$ cat config.mk
export PLATFORM = sky130hd
export DESIGN_NAME = enigma_step_ctrl
export DESIGN_NICKNAME = d
export VERILOG_FILES = /design/src/rtl/enigma_step_ctrl.sv
export SDC_FILE = /design/constraint.sdc
export NUM_CORES = 1
export LEC_CHECK = 0
export ABC_AREA = 1
export CORE_AREA = 2 2 76 78
export CTS_CLUSTER_DIAMETER = 50
export CTS_CLUSTER_SIZE = 20
export DETAILED_ROUTE_END_ITERATION = 7
export DIE_AREA = 0 0 78 80
export PLACE_DENSITY = 0.79
export SLEW_MARGIN = 20
export SYNTH_ARGS = -nofsm -noshare
export SYNTH_HDL_FRONTEND = slang
export SYNTH_SLANG_ARGS = --single-unit
$ cat constraint.sdc
create_clock -name clk -period 1.85 [get_ports clk]
set_clock_uncertainty 0.15 [all_clocks]
set_input_delay 0.37 -clock clk [delete_from_list [all_inputs] [get_ports clk]]
set_output_delay 0.37 -clock clk [all_outputs]
set_load 0.01 [all_outputs]
$ cat src/rtl/enigma_step_ctrl.sv
// Enigma sequencing controller: owns rotor positions, steps them per keypress and
// walks one shared wiring lookup through the seven substitution stages.
module enigma_step_ctrl #(
   parameter logic [4:0] NOTCH1 = 5'd16,
   parameter logic [4:0] NOTCH2 = 5'd4,
   parameter logic [4:0] NOTCH3 = 5'd21
) (
   input  logic        clk,
   input  logic        rst,
   input  logic        key_valid,
   input  logic [4:0]  key_in,
   output logic        key_ready,
   input  logic        load_pos,
   input  logic [14:0] pos_init,
   output logic [14:0] pos,
   output logic [2:0]  lu_sel,
   output logic [4:0]  lu_in,
   output logic [4:0]  lu_rotate,
   input  logic [4:0]  lu_out,
   output logic        out_valid,
   output logic [4:0]  out_letter,
   output logic        err,
   output logic        busy
);

   typedef enum logic [1:0] {IDLE, STEP, PASS, DONE} state_t;

   if (NOTCH1 > 5'd25 || NOTCH2 > 5'd25 || NOTCH3 > 5'd25) begin : g_bad_notch
      $error("enigma_step_ctrl: notch parameters must be in 0..25");
   end

   function automatic logic [4:0] inc26(input logic [4:0] v);
      return (v == 5'd25) ? 5'd0 : v + 5'd1;
   endfunction

   state_t     state, state_nx;
   logic [4:0] r1, r2, r3, letter;
   logic [4:0] r1_s, r2_s, r3_s, rot_nx;
   logic [2:0] stage_nx;
   logic       key_ok, init_ok;
   logic       accept, load_ok, load_bad, key_bad, abort, finish;

   assign pos       = {r3, r2, r1};
   assign busy      = (state != IDLE);
   assign key_ready = (state == IDLE) & ~load_pos & ~rst;
   assign key_ok    = (key_in != 5'd0) && (key_in <= 5'd26);
   assign init_ok   = (pos_init[4:0] <= 5'd25) && (pos_init[9:5] <= 5'd25) &&
                      (pos_init[14:10] <= 5'd25);

   // Double-step falls out of R2 also stepping on its own notch.
   assign r1_s = inc26(r1);
   assign r2_s = (r1 == NOTCH1 || r2 == NOTCH2) ? inc26(r2) : r2;
   assign r3_s = (r2 == NOTCH2) ? inc26(r3) : r3;

   // lu_sel doubles as the stage counter during PASS.
   assign stage_nx = lu_sel + 3'd1;
   always_comb begin
      rot_nx = 5'd0;
      case (stage_nx)
         3'd0, 3'd6: rot_nx = r1;
         3'd1, 3'd5: rot_nx = r2;
         3'd2, 3'd4: rot_nx = r3;
         default:    rot_nx = 5'd0;
      endcase
   end

   always_ff @(posedge clk) begin
      if (rst) state <= IDLE;
      else     state <= state_nx;
   end

   always_comb begin
      state_nx = state;
      accept   = 1'b0;
      load_ok  = 1'b0;
      load_bad = 1'b0;
      key_bad  = 1'b0;
      abort    = 1'b0;
      finish   = 1'b0;
      case (state)
         IDLE: begin
            if (load_pos) begin
               load_ok  = init_ok;
               load_bad = ~init_ok;
            end else if (key_valid) begin
               if (key_ok) begin
                  accept   = 1'b1;
                  state_nx = STEP;
               end else begin
                  key_bad = 1'b1;
               end
            end
         end
         STEP: state_nx = PASS;
         PASS: begin
            if (lu_out == 5'd0) begin
               abort    = 1'b1;
               state_nx = IDLE;
            end else if (lu_sel == 3'd6) begin
               finish   = 1'b1;
               state_nx = DONE;
            end
         end
         DONE: state_nx = IDLE;
         default: state_nx = IDLE;
      endcase
   end

   always_ff @(posedge clk) begin
      if (rst) begin
         r1         <= 5'd0;
         r2         <= 5'd0;
         r3         <= 5'd0;
         letter     <= 5'd0;
         lu_sel     <= 3'd0;
         lu_in      <= 5'd0;
         lu_rotate  <= 5'd0;
         out_valid  <= 1'b0;
         out_letter <= 5'd0;
         err        <= 1'b0;
      end else begin
         err       <= load_bad | key_bad | abort;
         out_valid <= finish;
         if (load_ok) {r3, r2, r1} <= pos_init;
         if (accept)  letter <= key_in;
         if (state == STEP) begin
            {r3, r2, r1} <= {r3_s, r2_s, r1_s};
            lu_sel       <= 3'd0;
            lu_in        <= letter;
            lu_rotate    <= r1_s;
         end
         if (state == PASS && !abort && !finish) begin
            lu_sel    <= stage_nx;
            lu_in     <= lu_out;
            lu_rotate <= rot_nx;
         end
         if (finish) out_letter <= lu_out;
      end
   end

endmodule

Yosys cells after proc, flatten, opt, wreduce, memory -nomap -nowiden:

Index checks and enable logic that the tools add are counted.

* shift-type cells: 0
* bitwise operators: 7
* div/mod/pow operators: 0
* magnitude comparators: 4
* add/subtract/negate cells: 4
* equal/unequal tests: 20
* muxes and demuxes: 41
* reductions and logical operators: 21
* $mul: 0

Operators by type and width (count)
* two-way mux 5 bit: 15
* == test 5 bit (second input constant): 4
* less-or-equal comparator 5 bit (second input constant): 4
* two-way mux 1 bit: 17
* adder 5 x 1 -> 5 bit (second input constant): 3
* case mux 5 bit (3 select lines): 1
* == test 3 bit (second input constant): 4
* two-way mux 2 bit: 5
* != test 2 bit (second input constant): 5
* case mux 2 bit (4 select lines): 1
* two-way mux 3 bit: 2
* nonzero test 2 bit: 3
* OR reduction 2 bit: 3
* == test 5 x 3 -> 1 bit (second input constant): 1
* logical AND 1 bit: 5
* zero test 5 bit: 1
* nonzero test 5 bit: 1
* == test 2 bit (second input constant): 2
* AND reduction 2 bit: 2
* AND reduction 4 bit: 1
* adder 3 x 1 -> 3 bit (second input constant): 1
* == test 3 x 1 -> 1 bit (second input constant): 1
* == test 3 x 2 -> 1 bit (second input constant): 1
* zero test 3 bit: 1
* 8 further kinds: 13

* latch bits: 0
* ROM bits: 0
* flip-flop bits (word level): 42
* memories kept: 0
* bits in writable memories: 0

Longest topological paths before layout:

* depth after elaboration: 8
* depth in mapped cells: 9

Worst setup path before layout:

Ideal clock, no wire load.

* path kind: register -> register
* from: register lu_sel[0]
* to: register lu_rotate[1]
* data required time: 1.568 ns
* data arrival time: 1.332 ns
* setup time: 0.132 ns
* stages on the path, launching flop included: 10
* slack: 0.236 ns
* buffers on the path: 1
* cell sequence: dfxtp_1 -> inv_1 -> ha_1 -> nand2_1 -> nand3_2 -> buf_4 -> nand3_1 -> nand2_1 -> inv_1 -> a21oi_1

* cells in the longest elaborated chain, start to end: 7

RTL lines
* start: declaration: line 16 `output logic [2:0] lu_sel,`
* start signal: assignment: line 133 `lu_sel <= stage_nx;`
* parallel branches: the longest is 7 deep, another holds adder 3 x 1 -> 3 bit
* end signal: assignment: line 130 `lu_rotate <= r1_s;`
* end signal: assignment: line 135 `lu_rotate <= rot_nx;`
* end: declaration: line 18 `output logic [4:0] lu_rotate,`

Parallel ways; which one is timed is not known.
A chain may end at the register's enable or synchronous reset.

Final worst setup path:

* from: register r2[1]
* to: output pos[6]

RTL lines
* start: declaration: line 37 `logic [4:0] r1, r2, r3, letter;`
* start signal: assignment: line 124 `if (load_ok) {r3, r2, r1} <= pos_init;`
* start signal: assignment: line 127 `{r3, r2, r1} <= {r3_s, r2_s, r1_s};`
* end: declaration: line 15 `output logic [14:0] pos,`

No word-level cell between the ends.

==> flow_summary.ini <==
[run_status]
status = complete, no violations

[job]
cap_violations = 0

[synthesis]
synth.top_cells.by_area = dfxtp_1 (32%), nand2_1 (13%), nand3_1 (11%), inv_1 (6.9%), ha_1 (6.7%)
ys_seq_area_frac = 0.324
synth_nets = 440
netlist_area_sq_mm = 0.00260
synth_warnings = 0
syn_area_per_cell_sq_um = 6.54
yosys.area.top_type = dfxtp_1
postSynthCellCount = 397
synth_top_area_share = 0.324
synth.distinct_cells = 28
ys_ff_latch = 42

[cts]
cts_max_path_buffers = 2
path_clk_slew_ns = 0.09
cts_setup_buffers = 0
htreeDepth = 2
cts_buffers = 5
hold_buffers = 0
cts.sinks = 42
clock_latency_ns = 0.30
cts_root_buf = clkbuf_8
cts_tree = done

[critical_path]
crit_path_end_kind = output pin
cp.depth = 2
cp_top_family = buffers and inverters
slowest_delay_ns = 0.53
r2r_setup_slack_ns = 0.16
critPathKind = reg2out
timing.rr.start = lu_sel[0]$_SDFFE_PP0P_
critPathMaxFanout = 5
cp-start-kind = flop
rr_endpoint = lu_sel[2]$_SDFFE_PP0P_
critical_path_required_ns = 1.33
cp_data_arrival_time_ns = 1.29
crit_buf_inv = 2
crit_chain = buf_4, clkdlybuf4s50_1
crit_path_top_delay_cell = clkdlybuf4s50_1
r2r_cells = 8

[floorplan]
die_h_um = 80
rows = 27
core-area_sq_mm = 0.00541
die_w_um = 78
die_area_sq_mm = 0.00624
initial_core_util = 0.481
io_pins = 66

[global_route]
grt_pass1_vias = 2719
grt_usage = 0.245
grt_max_degree = 26
antenna_found_initial = 0
grt-ovfl-total = 0
grt_pass1_wl_mm = 12.2

[worst_hold_path]
hold_depth = 2
hold_class = reg2reg
whs_endpoint = letter[4]$_SDFFE_PP0P_
min_from = letter[4]$_SDFFE_PP0P_

[sta]
finalCritPeriodShare = 0.977
finalHoldViolCount = 0
worst_pin_slew_ns = 0.334
clock.fmax_ghz = 0.553
maxSlewHeadroom = 0.777
final-setup-viol-count = 0
fin_setup_tns_ns = 0
min_period_ns = 1.81
fin_ws_ns = 0.0430
rsz0062_at_grt = no
slew_viol_final = 0

[power_and_ir_drop]
peakVddDrop_mv = 0.468
p_leak_uw = 0.00177
power_density_mw_per_mm2 = 754

[place]
pre_cts_ws_ns = -0.235
place_area_sq_mm = 0.00352
dpl.cell_count = 556
port_buffers = 65
dp_hpwl_mm = 5.57
routabilityCongestion = 0.881

[layout]
final_cell_area_sq_mm = 0.00364
n_antenna_cell = 0
nFillCells = 512
syn2layout_area_growth_pct = 40.0
drive_above_1_share = 0.136
regArea_sq_um = 852
multi_input_area_sq_mm = 0.00147
layout.nets = 534
layoutNonFillerInstCount = 563

[detailed_routing]
firstDrtPassIters = 4
vias = 2902
antenna_left = 0
wl_per_cell_um = 12.9
drt_iter0_markers = 216
post-route-drc-count = 0
viasPerCell = 5.15
wl_mm = 7.24
[synth_stat cells (all sizes together)]
library cell	number
nand2	90
nand3	58
inv	52
nor2	47
dfxtp	42
a21oi	31
o21ai	24
ha	14
buf	12
nand4	11
clkbuf	3
o22ai	3
xor2	3
nor3	2
xnor2	2
o211a	1
o211ai	1
or2	1
[worst max-delay path by stage]
stage / slack, ns / start / to
after floorplan: 0.24 / lu_sel[0]$_SDFFE_PP0P_ / lu_rotate[1]$_SDFFE_PP0P_
after global placement: -0.20 / load_pos / key_ready
after detailed placement: -0.24 / load_pos / key_ready
after CTS: 0.002 / r2[0]$_SDFFE_PP0P_ / pos[5]
after global routing: 0.0004 / r2[1]$_SDFFE_PP0P_ / pos[6]
final: 0.04 / r2[1]$_SDFFE_PP0P_ / pos[6]
[worst reg2reg max path, stage by stage (launching register included)]
cell,delay (ns)
dfxtp_2,0.40
inv_1,0.11
ha_1,0.22
nand2_1,0.11
nand3_2,0.12
buf_4,0.16
inv_2,0.11
nand3_1,0.10
a21oi_1,0.14
[power breakdown]
part           leakage (uW)  total, uW  internal (uW)  switching (uW)
Sequential         0.000347       1090           1010            82.0
Combinational       0.00138       1050            495             556
Clock             0.0000362        599            258             341
[layer usage]
layer	track usage	share of wire	vias to the layer above
met5	0	0	-
met4	0.0895	0.021	0
met3	0.0441	0.052	16
met2	0.450	0.51	85
met1	0.282	0.42	1329
li1	-	-	1472
[through the flow]
stage | hold slack [ns] | util | total power [uW]
4_1_cts | 0.311 | 0.668 | 2740
5_1_grt | 0.337 | 0.673 | 2930
3_5_place_dp | 0.299 | 0.652 | 2160
3_3_place_gp | 0.291 | 0.652 | 2130
6_report | 0.313 | 0.673 | 2740
2_1_floorplan | 0.274 | - | 1690
[cell usage in the layout (no fill, tap or decap), types with 2 or more instances in the layout]
master / instances
nand3_1: 57
clkdlybuf4s50_1: 59
clkinvlp_4: 2
nor2_2: 3
o21ai_0: 23
a21oi_1: 30
buf_4: 36
inv_1: 48
inv_2: 4
ha_1: 14
clkbuf_8: 5
nor2_1: 43
dfxtp_1: 33
dfxtp_2: 9
xnor2_1: 2
nand4_1: 10
xor2_1: 3
o22ai_1: 3
dlymetal6s2s_1: 4
nand2_1: 88
[registers in the layout (all words and copies together) (netlist names)]
signal / cells
err: 1
letter: 5
lu_in: 5
lu_rotate: 5
lu_sel: 3
out_letter: 5
out_valid: 1
r1: 5
r2: 5
r3: 5
state: 2
[cell families (layout without fill, tap and decap cells)]
kind of cell    after synthesis  in the layout  share of synthesized area
buf+inv                      67            161                      0.115
fa+ha+maj                    14             14                     0.0674
xor+xnor                      5              5                     0.0169
flops                        42             42                      0.324
simple gates                209            209                      0.355
compound gates               60             60                      0.121
[area by class of cell]
type	instances	share of cell area
clock inverters	2	0.00413
clock buffers	5	0.0189
repair buffers	102	0.261
inverters	52	0.0537
multi-input cells	288	0.403
flip-flops and latches	42	0.234
well taps	72	0.0248
[what timing repair did]
item | in CTS | in global routing
pin swaps | 0 | 0
resized for setup | 5 | 13
setup endpoints to repair | 5 | 13
gates cloned | 0 | 0
Power figures use the tool's default switching activity.
